$ cat config.mk
export PLATFORM = sky130hd
export DESIGN_NAME = fifo_drain
export DESIGN_NICKNAME = d
export VERILOG_FILES = /design/src/rtl/fifo_pkg.sv /design/src/rtl/skid_buf2.sv /design/src/rtl/fifo_drain.sv
export SDC_FILE = /design/constraint.sdc
export NUM_CORES = 1
export LEC_CHECK = 0
export ABC_AREA = 1
export CAP_MARGIN = 20
export CORE_MARGIN = 4
export CORE_UTILIZATION = 28
export CTS_CLUSTER_SIZE = 30
export DETAILED_ROUTE_END_ITERATION = 10
export MAX_ROUTING_LAYER = met4
export PLACE_DENSITY = 0.45
export SLEW_MARGIN = 0
export SYNTH_ARGS = -nofsm -noshare
export SYNTH_HDL_FRONTEND = slang
export SYNTH_HIERARCHICAL = 1
export SYNTH_SLANG_ARGS = --single-unit
$ cat constraint.sdc
create_clock -name clk -period 4.25 [get_ports clk]
set_clock_uncertainty 0.15 [all_clocks]
set_input_delay 0.85 -clock clk [delete_from_list [all_inputs] [get_ports clk]]
set_output_delay 0.85 -clock clk [all_outputs]
set_load 0.02 [all_outputs]
$ cat src/rtl/fifo_pkg.sv
`default_nettype none
// ---------------------------------------------------------------------------
// fifo_pkg : shared state encoding and default widths for the FIFO drainer
// Revision : 1.0
// ---------------------------------------------------------------------------
package fifo_pkg;

  localparam int c_DATA_BITS_DEF = 10;
  localparam int c_CNT_BITS_DEF  = 16;

  typedef enum logic [1:0] {
    ST_IDLE  = 2'd0,
    ST_DRAIN = 2'd1,
    ST_ERR   = 2'd2
  } state_t;

endpackage
`default_nettype wire

$ cat src/rtl/skid_buf2.sv
`default_nettype none
// ---------------------------------------------------------------------------
// skid_buf2 : two-entry in-order output buffer with synchronous clear
// Revision  : 1.0
// ---------------------------------------------------------------------------
module skid_buf2 #(
  parameter int DATA_BITS = fifo_pkg::c_DATA_BITS_DEF
) (
  input  logic                 clk,
  input  logic                 reset,
  input  logic                 i_clear,
  input  logic                 i_push,
  input  logic                 i_pop,
  input  logic [DATA_BITS-1:0] i_data,
  output logic [DATA_BITS-1:0] o_data,
  output logic [1:0]           o_count
);

  logic [DATA_BITS-1:0] r_mem [2];
  logic                 r_wr_ptr;
  logic                 r_rd_ptr;
  logic [1:0]           r_count;
  logic                 w_pop;
  logic                 w_push;

  assign w_pop   = i_pop && (r_count != 2'd0);
  assign w_push  = i_push && ((r_count != 2'd2) || w_pop);
  assign o_data  = r_mem[r_rd_ptr];
  assign o_count = r_count;

  always_ff @(posedge clk or posedge reset) begin
    if (reset) begin
      r_mem[0] <= '0;
      r_mem[1] <= '0;
      r_wr_ptr <= 1'b0;
      r_rd_ptr <= 1'b0;
      r_count  <= 2'd0;
    end else if (i_clear) begin
      r_wr_ptr <= 1'b0;
      r_rd_ptr <= 1'b0;
      r_count  <= 2'd0;
    end else begin
      if (w_push) begin
        r_mem[r_wr_ptr] <= i_data;
        r_wr_ptr        <= ~r_wr_ptr;
      end
      if (w_pop) begin
        r_rd_ptr <= ~r_rd_ptr;
      end
      case ({w_push, w_pop})
        2'b10:   r_count <= r_count + 2'd1;
        2'b01:   r_count <= r_count - 2'd1;
        default: r_count <= r_count;
      endcase
    end
  end

endmodule
`default_nettype wire

$ cat src/rtl/fifo_drain.sv
`default_nettype none
// ---------------------------------------------------------------------------
// fifo_drain : watermark/flush driven FIFO drainer with valid/ready output
// Revision   : 1.0
// ---------------------------------------------------------------------------
module fifo_drain
  import fifo_pkg::*;
#(
  parameter int DATA_BITS = c_DATA_BITS_DEF,
  parameter int CNT_BITS  = c_CNT_BITS_DEF
) (
  input  logic                 clk,
  input  logic                 reset,
  input  logic [DATA_BITS-1:0] fifo_data_out,
  input  logic                 fifo_empty_out,
  input  logic                 fifo_almost_full,
  input  logic                 fifo_almost_empty,
  input  logic                 error_fifo_out,
  input  logic                 flush,
  output logic                 fifo_read,
  output logic [DATA_BITS-1:0] data_out,
  output logic                 valid_out,
  input  logic                 ready_in,
  output logic [CNT_BITS-1:0]  word_count,
  output logic                 error_out,
  output logic                 busy
);

  state_t              r_state;
  state_t              w_state_next;
  logic                r_inflight;
  logic [CNT_BITS-1:0] r_word_count;
  logic [1:0]          w_buf_count;
  logic                w_in_err;
  logic                w_pop;
  logic                w_push;
  logic                w_space_ok;
  logic                w_read;

  always_ff @(posedge clk or posedge reset) begin
    if (reset) begin
      r_state <= ST_IDLE;
    end else begin
      r_state <= w_state_next;
    end
  end

  always_comb begin
    w_state_next = r_state;
    case (r_state)
      ST_IDLE:  if (fifo_almost_full || flush) w_state_next = ST_DRAIN;
      ST_DRAIN: if (flush ? fifo_empty_out : fifo_almost_empty) w_state_next = ST_IDLE;
      ST_ERR:   w_state_next = ST_ERR;
      default:  w_state_next = ST_IDLE;
    endcase
    if (error_fifo_out) begin
      w_state_next = ST_ERR;
    end
  end

  assign w_in_err  = (r_state == ST_ERR);
  assign valid_out = (w_buf_count != 2'd0) && !w_in_err;
  assign w_pop     = valid_out && ready_in;
  assign w_push    = r_inflight && !w_in_err;

  // Crediting a same-cycle pop keeps one word per cycle in steady state;
  // a read is also withheld in the cycle the FSM is about to leave DRAIN.
  assign w_space_ok = (({1'b0, w_buf_count} + {2'b00, r_inflight}) - {2'b00, w_pop}) < 3'd2;
  assign w_read     = (r_state == ST_DRAIN) && (w_state_next == ST_DRAIN) &&
                      !fifo_empty_out && w_space_ok;

  always_ff @(posedge clk or posedge reset) begin
    if (reset) begin
      r_inflight   <= 1'b0;
      r_word_count <= '0;
    end else begin
      r_inflight <= w_read;
      if (w_pop) begin
        r_word_count <= r_word_count + CNT_BITS'(1);
      end
    end
  end

  skid_buf2 #(
    .DATA_BITS (DATA_BITS)
  ) u_skid (
    .clk     (clk),
    .reset   (reset),
    .i_clear (w_in_err),
    .i_push  (w_push),
    .i_pop   (w_pop),
    .i_data  (fifo_data_out),
    .o_data  (data_out),
    .o_count (w_buf_count)
  );

  assign fifo_read  = w_read;
  assign word_count = r_word_count;
  assign error_out  = w_in_err;
  assign busy       = (r_state == ST_DRAIN);

endmodule
`default_nettype wire

# Yosys cells after proc, flatten, opt, wreduce, memory -nomap -nowiden
# Index checks and enable logic that the tools add are counted.
# Widths: inputs -> output; s select.
[totals] register_bits=43 in_bits=18 output_inout_bits=30 wordCells=64
[classes] add_sub_neg=5 n_lt_le_gt_ge=4 n_eq_ne=6 muxes=17 bitwise=5 reduce_logical=19
[ops] op="$mux 10" n=4
[ops] op="$bwmux 20" n=1
[ops] op="$add 16x1->16 const B" n=1
[ops] op="$demux 10 s1" n=1
[ops] op="$logic_and 1x1->1" n=9
[ops] op="$mux 2" n=4
[ops] op="$eq 2x1->1 const B" n=3
[ops] op="$pmux 2 s3" n=1
[ops] op="$reduce_bool 2->1" n=3
[ops] op="$mux 1" n=5
[ops] op="$eq 2x2->1 const B" n=2
[ops] op="$ge 2x2->1 const B" n=2
[ops] op="$not 1->2" n=2
[ops] op="$pmux 2 s2" n=1
[ops] op="$add 2x1->3" n=1
[ops] op="$lt 3x2->1 const B" n=1
[ops] op="$not 1->1" n=3
[ops] op="$reduce_bool 3->1" n=1
[ops] op="$sub 3x1->3" n=1
[ops] op="$add 2x1->2 const B" n=1
[ops] op="$logic_not 1->1" n=2
[ops] op="$logic_not 2->1" n=1
[ops] op="$logic_or 1x1->1" n=2
[ops] op="$lt 2x1->1 const B" n=1
[ops] op="3 further kinds" n=3

# Depth between registers and ports, before layout
# Gate-level depths: netlist (run 1).
[logic_depth] depth_word=10 depth_mapped=11 depth_no_buf=11

# Modules after synthesis
# Netlist (run 1), hierarchy kept.
[by_module_without_submodules] mod="skid_buf2" n_inst=1 cells_per_inst=143 area_per_inst_um2=1236.2 seq_area_each_um2=600.6
[by_module_without_submodules] mod="fifo_drain" n_inst=1 cells_per_inst=143 area_per_inst_um2=1144.8 seq_area_each_um2=475.5

# Least setup slack after synthesis (run 1)
# OpenSTA, ideal clock, no wires.
[synth_path] path_kind="input -> output" startpoint="input port ready_in" endpoint="output port fifo_read" arrival_time_ns=2.803 required_ns=3.250 slack_ns=0.447 path_stages=7 n_path_buf=0 cell_sequence="nand3_4 inv_6 ha_1 or2_2 fa_1 nand3_1 nor3b_1"
[synth_between] elab_chain_cells=4
[synth_lines] element="start: declaration" line="fifo_drain.sv:23" text="input logic ready_in,"
[synth_lines] element="$logic_and 1x1->1" line="fifo_drain.sv:63" text="assign w_pop = valid_out && ready_in;"
[synth_lines] element="via w_pop" line="fifo_drain.sv:35" text="logic w_pop;"
[synth_lines] element="$sub 3x1->3" line="fifo_drain.sv:68" text="assign w_space_ok = (({1'b0, w_buf_count} + {2'b00, r_inflight}) - {2'b00, w_pop}) < 3'd2;"
[synth_lines] element="$lt 3x2->1" line="fifo_drain.sv:68"
[synth_lines] element="$logic_and 1x1->1" line="fifo_drain.sv:70" text="!fifo_empty_out && w_space_ok;"
[synth_lines] element="end: declaration" line="fifo_drain.sv:20" text="output logic fifo_read,"
# The timed path passes the listed nets, and every way through them passes these cells.

# Worst setup path in the final report (run 1)
# Same ends and word-level chain as after synthesis.

==> key figures, run 1 <==
Status
  • Status: complete, no violations

Worst setup path
  • Worst R2R Start: u_skid/o_count[0]
  • Worst path cell trace: clkdlybuf4s50_1 > nand3_4 > inv_6 > ha_1 > or2_2 > fa_1 > nand3_1 > nor3b_2 > dlygate4sd1_1
  • Crit path required time: 3.25 ns
  • Critical path type: in2out
  • Reg2Reg Depth: 9
  • CP Max Fanout: 2
  • Crit. End Element: output port
  • R2R setup slack: between 1.5 and 2 ns
  • CP max stage cell: clkdlybuf4s50_1
  • Slowest Stage Delay on Critical Path: 0.51 ns
  • Startpoint type of the worst setup path: primary input
  • R2r endpoint: r_inflight
  • CP arrival: approximately 3.1 ns

Place
  • PortBufs: 47
  • Dpl cells: 435
  • Placer's final routability congestion estimate: ~0.76
  • DP Wirelength: approximately 3600 um

Finish
  • NumNets Final: 359
  • Final Non-Filler Cells: 444
  • P&R area growth vs syn: 30.3%
  • Core Util, Final: 0.376
  • Commonest non-fill, non-tap cell in the layout: nand2_1
  • Share of cells above drive strength 1: 0.177
  • Fillcell total: 883
  • Commonest non-fill, non-tap cells in the layout: 105 x nand2_1, 46 x clkdlybuf4s50_1, 43 x dfrtp_1, 30 x inv_1, 20 x o21ai_2
  • Diode count: 0

Run
  • Max-cap violations: 0

STA
  • WHS: between 0.3 and 0.4 ns
  • Fmax achieved: 0.242 GHz
  • Final Hold Fails: 0
  • Final period utilization: 0.974
  • Unrepaired setup endpoints after global routing: false
  • Worst slew margin: 0.503
  • Fin crit period: 4.14 ns
  • Final setup viols: 0
  • Slew Limit Fails: 0
  • Actual slew at the worst max-slew pin: 0.745 ns

Clock network
  • CTS Buf Count: 5
  • Clock sink total: 43
  • Gates resized, CTS repair: 3
  • Clk pin slew, worst setup/hold paths: 0.08 ns
  • H-tree depth: 2
  • Worst-skew pair later-pin latency: 0.29 ns
  • CTS Hold Bufs: 0
  • Clock Tree Root: clkbuf_8
  • CTS tree: yes
  • Maximum clock insertion buffer count: 2
  • Setup Fix Bufs, Post-CTS: 0

Die
  • Core ar.: 8260 um^2
  • Die area: between 10,000 and 15,000 um^2
  • Initial Util: 0.288
  • Die width: 100 um
  • Std-Cell Rows: 33
  • Die span in y: between 100 and 150 um
  • I/O pin count: 48

Synth
  • Seq/Total Area, Yosys: 0.452
  • Post-synth top area share: 0.452
  • Register bit total from synthesis: 43
  • Largest area contributor in the netlist: dfrtp_1
  • Syn avg cell area: 8.33 um^2
  • Leading post-synthesis cells by cell area: dfrtp_1 45%, nand2_1 17%, o21ai_2 7.4%
  • Cell count after synthesis: 286
  • Warning count from the yosys run: 6
  • Post-synth cell types: 27
  • Area of the mapped netlist: 2380 um^2
  • Net Count, Synth: roughly 300

Worst hold path
  • Hold crit path type: reg2reg
  • Hold depth: 2
  • Hold Crit Endpoint: u_skid/r_mem[5]
  • Hold Startpoint: u_skid/r_mem[5]

GRT
  • Global-route wire length before repair: between 8000 and 9000 um
  • All-layer global routing usage: 0.110
  • Largest net degree at the start of global routing: 25
  • Initial antenna violation count: 0
  • Aggregate global routing overflow: 0
  • Vias in the first global route: 1,804

Power and ir drop
  • LEAKAGE: around 1.4 nW
  • Pwr Density: 257 nW/um^2
  • Worst-case vdd ir drop: 111 uV

Route
  • DRT Pass-1 Iters: 4
  • DRC: 0
  • Vias/cell: 4.16
  • Via count: ~1,800
  • Detailed Route WL: about 5000 um
  • Iteration-0 DRC count of the detailed router: slightly below 60
  • DR WL/cell: 11.1 um
  • Routed Antenna Nets: 0
-- routing by layer --
layer  up-vias  routed length [um]  part of all wire  track usage
li1        980                   -                 -            -
met2        42                2280              0.46        0.170
met3         0                 234             0.047       0.0243
met5         -                   0                 0            -
met1       823                2410              0.49        0.147
met4         0                   0                 0       0.0249
-- per-stage QoR --
step	power, mW	area (um^2)	TNS, ns	setup WS, ns
after detailed placement	0.473	2950	-0.324	-0.324
after CTS	0.811	3070	0	0.00593
after global routing	0.834	3100	0	0.00636
after floorplan	0.445	2380	0	0.447
after global placement	0.473	2950	-0.221	-0.221
final	0.798	3100	0	0.112
-- flip-flops by register name, indices dropped and copies added, names as in the netlist --
| signal | flops |
|---|---|
| u_skid/o_count | 2 |
| word_count | 16 |
| r_state | 2 |
| u_skid/r_mem | 20 |
| u_skid/r_wr_ptr | 1 |
| u_skid/r_rd_ptr | 1 |
| r_inflight | 1 |
-- kinds of logic (layout without fill, tap and decap cells) --
kind of cell / count (synthesis) / after routing / share of synthesized area
AND/OR/NAND/NOR: 162 / 162 / 0.326
buffers and inverters: 44 / 97 / 0.0841
flip-flops: 43 / 43 / 0.452
AO/OA/AOI/OAI: 24 / 24 / 0.0820
XOR/XNOR: 10 / 10 / 0.0368
adder cells (fa/ha/maj): 3 / 3 / 0.0189
-- report_power, final --
part	total [mW]	internal [mW]	leakage, nW	switching, mW
clock network	0.332	0.190	0.0612	0.142
logic	0.0513	0.0252	0.807	0.0261
registers	0.415	0.412	0.580	0.00292
total	0.798	0.627	1.45	0.171
-- area by class of cell --
| cell class | count | area (um^2) | share of cell area |
|---|---|---|---|
| tap | 105 | 131 | 0.0424 |
| inverter | 38 | 148 | 0.0476 |
| timing repair buffer | 51 | 519 | 0.167 |
| clock inverter | 2 | 35.0 | 0.0113 |
| sequential | 43 | 1080 | 0.347 |
| multi-input combinational | 199 | 1110 | 0.358 |
| clock buffer | 6 | 82.6 | 0.0266 |
-- worst max-delay path by stage --
stage | startpoint | to | slack [ns] | cells after the start
floorplan | ready_in | fifo_read | 0.45 | 7
global placement | ready_in | fifo_read | -0.22 | 9
detailed placement | ready_in | fifo_read | -0.32 | 9
CTS | ready_in | fifo_read | 0.006 | 9
global route | ready_in | fifo_read | 0.006 | 9
finish | ready_in | fifo_read | 0.11 | 9
-- cells in the mapped netlist --
library cell and instances:
nand2_1 105, dfrtp_1 43, inv_1 30, o21ai_2 20
nor2_1 19, nand3_1 12, inv_2 7, nand4_1 6
xor2_1 6, nor2_4 5, buf_6 4, xnor2_1 4
nand2_2 3, nand3_4 3, a21oi_1 2, clkbuf_1 2
ha_1 2, nand2_4 2, nor2_2 2, or2_2 2
fa_1 1, inv_6 1, nand3_2 1, nand4_4 1
nor3b_1 1, o21ai_0 1, o21ai_1 1
-- critical path: cells and delay by family --
family,cells,cell delay (ns)
simple gates,4,0.69
fa+ha+maj,2,0.70
buf+inv,3,0.91
Note: power is estimated with default switching activity, not from simulation.
==> run 2: changes to the inputs <==
--- a/config.mk
+++ b/config.mk
@@ -9,7 +9,7 @@
 export CAP_MARGIN = 20
 export CORE_MARGIN = 4
 export CORE_UTILIZATION = 28
-export CTS_CLUSTER_SIZE = 30
+export CTS_CLUSTER_SIZE = 24
 export DETAILED_ROUTE_END_ITERATION = 10
 export MAX_ROUTING_LAYER = met4
 export PLACE_DENSITY = 0.45
==> results of run 2 <==
The final DEF is identical to that of run 1; final timing and power are the same.
==> run 3: changes to the inputs <==
--- a/config.mk
+++ b/config.mk
@@ -11,6 +11,7 @@
 export CORE_UTILIZATION = 28
 export CTS_CLUSTER_SIZE = 24
 export DETAILED_ROUTE_END_ITERATION = 10
+export GPL_TIMING_DRIVEN = 1
 export MAX_ROUTING_LAYER = met4
 export PLACE_DENSITY = 0.45
 export SLEW_MARGIN = 0
==> results of run 3 <==
The final DEF is identical to that of run 1; final timing and power are the same.
